**src/rtl/cache_controller.sv**
```systemverilog
// cache_controller: blocking CPU-side controller for a set-associative, write-through,
// no-write-allocate cache; drives an external tag/data array and a single memory port.
module cache_controller #(
    parameter int ADDR_SIZE  = 32,
    parameter int NUM_SETS   = 16,
    parameter int NUM_WAYS   = 4,
    parameter int BLOCK_SIZE = 32,
    localparam int WaySize = $clog2(NUM_WAYS),
    localparam int SetSize = $clog2(NUM_SETS),
    localparam int OffSize = $clog2(BLOCK_SIZE / 4),
    localparam int TagSize = ADDR_SIZE - SetSize - OffSize
) (
    input  logic                  clk,
    input  logic                  rst,
    input  logic                  req_valid,
    output logic                  req_ready,
    input  logic                  req_write,
    input  logic [ADDR_SIZE-1:0]  req_addr,
    input  logic [BLOCK_SIZE-1:0] req_wdata,
    output logic                  resp_valid,
    output logic [BLOCK_SIZE-1:0] resp_rdata,
    output logic                  mem_req_valid,
    input  logic                  mem_req_ready,
    output logic                  mem_write,
    output logic [ADDR_SIZE-1:0]  mem_addr,
    output logic [BLOCK_SIZE-1:0] mem_wdata,
    input  logic                  mem_resp_valid,
    input  logic [BLOCK_SIZE-1:0] mem_rdata,
    output logic [WaySize-1:0]    way,
    output logic [SetSize-1:0]    set,
    output logic [TagSize-1:0]    tag,
    output logic                  write_enable,
    output logic [BLOCK_SIZE-1:0] write_data,
    input  logic [BLOCK_SIZE-1:0] read_data,
    input  logic [NUM_WAYS-1:0]   hits,
    input  logic [NUM_WAYS-1:0]   valid_flags
);
    typedef enum logic [1:0] {IDLE, LOOKUP, MEM_REQ, MEM_WAIT} state_t;

    state_t                state_q, state_d;
    logic [ADDR_SIZE-1:0]  addr_q, addr_d;
    logic                  write_q, write_d;
    logic [BLOCK_SIZE-1:0] wdata_q, wdata_d;
    logic [WaySize-1:0]    rr_q, rr_d;

    logic [WaySize-1:0] hit_way, free_way, victim;
    logic               hit, all_valid;

    always_ff @(posedge clk or negedge rst) begin
        if (!rst) begin
            state_q <= IDLE;
            addr_q  <= '0;
            write_q <= 1'b0;
            wdata_q <= '0;
            rr_q    <= '0;
        end else begin
            state_q <= state_d;
            addr_q  <= addr_d;
            write_q <= write_d;
            wdata_q <= wdata_d;
            rr_q    <= rr_d;
        end
    end

    // Descending scans so the lowest matching index wins.
    always_comb begin
        hit_way  = '0;
        free_way = '0;
        for (int i = NUM_WAYS - 1; i >= 0; i--) begin
            if (hits[i])         hit_way  = WaySize'(i);
            if (!valid_flags[i]) free_way = WaySize'(i);
        end
        hit       = |hits;
        all_valid = &valid_flags;
        victim    = all_valid ? rr_q : free_way;
    end

    assign set       = addr_q[OffSize +: SetSize];
    assign tag       = addr_q[ADDR_SIZE-1 -: TagSize];
    assign mem_write = write_q;
    assign mem_addr  = addr_q;
    assign mem_wdata = wdata_q;

    always_comb begin
        state_d       = state_q;
        addr_d        = addr_q;
        write_d       = write_q;
        wdata_d       = wdata_q;
        rr_d          = rr_q;
        req_ready     = 1'b0;
        resp_valid    = 1'b0;
        resp_rdata    = '0;
        mem_req_valid = 1'b0;
        write_enable  = 1'b0;
        write_data    = wdata_q;
        way           = victim;
        case (state_q)
            IDLE: begin
                req_ready = rst;
                if (req_valid && req_ready) begin
                    addr_d  = req_addr;
                    write_d = req_write;
                    wdata_d = req_wdata;
                    state_d = LOOKUP;
                end
            end
            LOOKUP: begin
                way = hit ? hit_way : victim;
                if (hit && !write_q) begin
                    resp_valid = 1'b1;
                    resp_rdata = read_data;
                    state_d    = IDLE;
                end else begin
                    write_enable = write_q && hit;
                    state_d      = MEM_REQ;
                end
            end
            MEM_REQ: begin
                mem_req_valid = 1'b1;
                if (mem_req_ready) state_d = MEM_WAIT;
            end
            MEM_WAIT: begin
                if (mem_resp_valid) begin
                    resp_valid = 1'b1;
                    state_d    = IDLE;
                    if (!write_q) begin
                        write_enable = 1'b1;
                        write_data   = mem_rdata;
                        resp_rdata   = mem_rdata;
                        if (all_valid)
                            rr_d = (rr_q == WaySize'(NUM_WAYS - 1)) ? '0 : rr_q + 1'b1;
                    end
                end
            end
            default: state_d = IDLE;
        endcase
    end
endmodule

```
**config.mk**
```make
export PLATFORM = sky130hd
export DESIGN_NAME = cache_controller
export DESIGN_NICKNAME = d
export VERILOG_FILES = /design/src/rtl/cache_controller.sv
export SDC_FILE = /design/constraint.sdc
export NUM_CORES = 1
export LEC_CHECK = 0
export ABC_AREA = 1
export CAP_MARGIN = 10
export CELL_PAD_IN_SITES_DETAIL_PLACEMENT = 0
export CELL_PAD_IN_SITES_GLOBAL_PLACEMENT = 1
export CORE_ASPECT_RATIO = 0.9
export CORE_MARGIN = 2
export CORE_UTILIZATION = 23
export DETAILED_ROUTE_END_ITERATION = 10
export GPL_TIMING_DRIVEN = 1
export MAX_ROUTING_LAYER = met4
export PLACE_DENSITY_LB_ADDON = 0.1
export SYNTH_ARGS = -nofsm -noshare
export SYNTH_HDL_FRONTEND = slang
export SYNTH_SLANG_ARGS = --single-unit
export TNS_END_PERCENT = 5
```
**constraint.sdc**
```tcl
create_clock -name clk -period 2.3 [get_ports clk]
set_clock_uncertainty 0.1 [all_clocks]
set_input_delay 0.23 -clock clk [delete_from_list [all_inputs] [get_ports clk]]
set_output_delay 0.23 -clock clk [all_outputs]
set_load 0.05 [all_outputs]
```
==> results <==
- The congestion estimate from routability-driven global placement came to 0.880.
- The first global-routing pass estimated 25500 microns of wire.
- The total power density per cell area is 1710 mW/mm^2.
- The end-of-flow core utilization is 47.8%.
- The remaining antenna violation count after routing is 0.
- The maximum achievable frequency is 466 MHz.
- The largest net degree at the start of global routing is 51.
- Relative to the synthesized area, the layout overhead comes to 106%.
- The count of input and output buffers is 305.
- Setup repair after global routing left no endpoint under its margin.
- The post-synthesis share of cell area spent on xor and xnor gates is 0%.
- The post-route DRC violation count is 0.
- STA puts the critical path data arrival time at 1.82 ns.
- The number of nets in the layout is 964.
- In this run the critical register-to-register path is captured at mem_write.
- 306 I/O pins were placed.
- After synthesis, the mean cell area works out to 7.07 sq um.
- For the final routed database, the setup TNS stands at 0 ns.
- The die height is 127 microns.
- Counting flops and latches in the post-synthesis netlist gives 69.
- Using the TritonRoute via totals, the vias-per-cell ratio works out to 4.46.
- The commonest cells after synthesis are 281 x sky130_fd_sc_hd__nand2_1, 69 x sky130_fd_sc_hd__dfrtp_1, 67 x sky130_fd_sc_hd__nand3_1.
- Setup violations remaining at the end of the flow were counted as 0.
- The share of synthesized area in the top cell type comes to 44.5%.
- The first-pass iteration count of the detailed router is 4.
- After clock tree synthesis, the clock-pin slew on the worst setup and hold paths is 0.06 ns.
- Data on the critical path is required at its endpoint by 1.97 ns.
- After detailed routing, the average wire length per cell comes to 16.1 microns.
- The total standard cell area after synthesis is 0.00388 sq mm.
- Counting tap cells, the placed design contains a total of 1018 instances.
- The clock latency on the worst-skew pair is 0.34 ns.
- The number of placement rows is 45.
- Measured in cells, the most critical reg-to-reg path has a length of 5.
- The path class of the tightest hold or removal check is in -> async.
- The static leakage power is 0.00384 uW.
- The number of antenna violations at the first check in global routing is 1.
- The worst register-to-register path has a setup slack of 0.63 ns.
- The peak ir drop on the vdd network is 0.000988 V.
- The proportion of register bits with asynchronous set or reset after synthesis is 100%.
- The final critical delay including setup and external delays is 2.15 ns.
- Of the cells placed in the final design, the portion with a size suffix greater than 1 is 13.9%.
- In the global route stage, overall resource usage came out at 19.0%.
- By instance count, the leading cell after synthesis is sky130_fd_sc_hd__nand2_1.
- The wire length after detailed routing is 16800 microns.
- Of all nets on the critical path, the largest fanout is 29.
- From left edge to right edge, the die measures 141 microns.
- The synthesized design contains 0 enable-type register cells.
- Summed over all instances, the cell type with the most area after synthesis is sky130_fd_sc_hd__dfrtp_1.
- The via count of the first global-routing pass is 4613.
- The final count of hold timing violations came to 0.
- The vias after detailed routing is 4632.
- The area of the die is 0.0179 sq mm.
- The clock tree from TritonCTS is built.
- Of the post-synthesis cell area, the part taken by muxes is 0%.
- Of the available clock period, the critical path in the final layout requires 93.3%.
- The starting DRC count in detailed routing is 220.
- The initial core utilization is 23.2%.
- The max-slew violation total from the final report came to 0.
- The maximum level of the CTS H-tree is 3.
- Of the synthesized area, sequential elements account for 44.5%.
- The post-synthesis compound-gate area fraction is 1.48%.
- The area share of fa/ha/maj cells after synthesis is 0.322%.
- The total clock buffers created by CTS is 9.
- The total overflow left after global routing is 0.
- Yosys printed 0 warnings.
- The flow ran to the end, and the final reports show no timing, DRC or antenna violations.
- The clock root buffer is sky130_fd_sc_hd__clkbuf_16.
- The critical setup path kind is reg -> out.
- The HPWL reported at the end of detailed placement is 12800 microns.
- The most instantiated flip-flop cell in the synthesis netlist is sky130_fd_sc_hd__dfrtp_1.
- The total power is 13700 uW.
- The filler cell count in the final layout is 1603.
- After synthesis, the largest family of logic cells by area is simple AND/OR/NAND/NOR gates.
- The core outline area is 0.0167 sq mm.
- The final cell count without fillers is 1038.
- The worst setup path is launched from a flip-flop.
- Yosys mapped the design onto 19 distinct sky130hd cell types.
- The number of maximum-capacitance violations is 0.
- The clock sink count is 69.
- Ranked by total cell area, the synthesized netlist is headed by sky130_fd_sc_hd__dfrtp_1 44%, sky130_fd_sc_hd__nand2_1 27%, sky130_fd_sc_hd__nand3_1 8.6%.
- The clock passes through at most 2 buffers.
- Of the total synthesized cell area, the portion taken by AND, OR, NAND and NOR gates is 42.5%.
- After technology mapping, the gate count stands at 549.
- The worst slew margin relative to its limit is 55.9%.
- The synthesized netlist net count is 692.
- The actual slew at the worst max-slew pin is 0.661 ns.
- The worst setup path is captured at an output port.
==> logic make-up after synthesis <==
group,after synthesis
AOI/OAI and AO/OA,11
adders and majority gates,1
buffers and inverters,77
DFF,69
and+or+nand+nor,391
==> final cells by class <==
| class | instances | area [sq um] | share of cell area [%] |
|---|---|---|---|
| flip-flops and latches | 69 | 1730 | 21.6 |
| clock inverters | 6 | 46.3 | 0.580 |
| diodes | 1 | 2.50 | 0.0313 |
| multi-input cells | 403 | 1730 | 21.6 |
| well taps | 211 | 264 | 3.31 |
| clock buffers | 10 | 229 | 2.87 |
| repair buffers | 327 | 3940 | 49.4 |
| inverters | 11 | 43.8 | 0.548 |
==> stage by stage <==
step / area, sq um / setup slack [ns] / hold slack [ns]
2_1_floorplan: 3880 / 0.256 / -0.166
6_report: 7990 / 0.155 / 0.268
5_1_grt: 7990 / 0.000466 / 0.296
3_3_place_gp: 7680 / 0.302 / 0.0420
4_1_cts: 7970 / 0.0362 / 0.262
3_5_place_dp: 7680 / 0.269 / 0.0422
==> cells in the final DEF, fill, tap and decap left out <==
master / Yosys / layout
sky130_fd_sc_hd__clkdlybuf4s50_1: 0 / 234
sky130_fd_sc_hd__nand3_1: 67 / 67
sky130_fd_sc_hd__nor2_2: 2 / 1
sky130_fd_sc_hd__o21ai_0: 4 / 4
sky130_fd_sc_hd__inv_1: 9 / 8
sky130_fd_sc_hd__nor3b_1: 1 / 1
sky130_fd_sc_hd__clkbuf_16: 0 / 9
sky130_fd_sc_hd__buf_4: 34 / 20
sky130_fd_sc_hd__o21ai_1: 3 / 3
sky130_fd_sc_hd__nand4_1: 33 / 33
sky130_fd_sc_hd__clkinv_2: 0 / 1
sky130_fd_sc_hd__nor2_4: 1 / 2
sky130_fd_sc_hd__diode_2: 0 / 1
sky130_fd_sc_hd__dfrtp_2: 0 / 1
sky130_fd_sc_hd__clkinvlp_4: 0 / 2
sky130_fd_sc_hd__dlygate4sd3_1: 0 / 1
sky130_fd_sc_hd__a21oi_1: 3 / 3
sky130_fd_sc_hd__clkbuf_1: 9 / 1
sky130_fd_sc_hd__ha_1: 1 / 1
sky130_fd_sc_hd__nand2_1: 281 / 280
sky130_fd_sc_hd__nor2_1: 6 / 6
sky130_fd_sc_hd__inv_6: 0 / 2
sky130_fd_sc_hd__inv_2: 2 / 2
sky130_fd_sc_hd__buf_12: 0 / 72
sky130_fd_sc_hd__o21a_1: 1 / 1
sky130_fd_sc_hd__nand2_2: 0 / 1
sky130_fd_sc_hd__inv_4: 0 / 1
sky130_fd_sc_hd__clkinv_4: 0 / 1
sky130_fd_sc_hd__dfrtp_1: 69 / 68
==> sequential cells by signal (all words and copies together), names as in the netlist, named ones only <==
signal / cells
mem_addr: 32
rr_q: 2
state_q: 1
mem_write: 1
mem_wdata: 32
==> routing by layer <==
layer  global-route usage [%]  vias up  part of all wire [%]
met5                        -        -                     0
met4                     6.29        0                   1.6
met3                     3.79       22                   6.1
met2                     30.9      203                    47
met1                     23.9     2125                    45
li1                         -     2282                     -
==> power breakdown <==
part	total, uW	switching (uW)	internal [uW]	leakage (uW)
Clock	1300	562	737	0.000129
Combinational	10100	6360	3730	0.00285
Sequential	2290	514	1780	0.000860
Total	13700	7440	6240	0.00384
==> how the worst max path moves through the flow <==
stage          slack (ns)             end  cells past startpoint      startpoint
2_1_floorplan        0.26  write_data[10]                      5       mem_write
3_3_place_gp         0.30  write_data[11]                      6       mem_write
3_5_place_dp         0.27  resp_rdata[31]                      7  mem_resp_valid
4_1_cts              0.04  resp_rdata[11]                      6      state_q[0]
5_1_grt            0.0005  write_data[11]                      6       mem_write
6_report             0.15  write_data[11]                      6       mem_write
==> worst max-delay path: stages (launching register included) <==
cell	delay [ns]
sky130_fd_sc_hd__dfrtp_1	0.44
sky130_fd_sc_hd__inv_4	0.20
sky130_fd_sc_hd__nand4_1	0.22
sky130_fd_sc_hd__buf_12	0.24
sky130_fd_sc_hd__nand2_1	0.09
sky130_fd_sc_hd__nand2_1	0.11
sky130_fd_sc_hd__buf_12	0.17
==> repair_timing <==
action | CTS | global route
endpoints found under the setup margin | 1 | 14
setup buffers | 0 | 2
resized for setup | 1 | 1
endpoints found under the hold margin | 19 | 0
pin swaps | 0 | 1
hold buffers | 1 | 0
No activity file was read; power rests on OpenSTA's default activity.
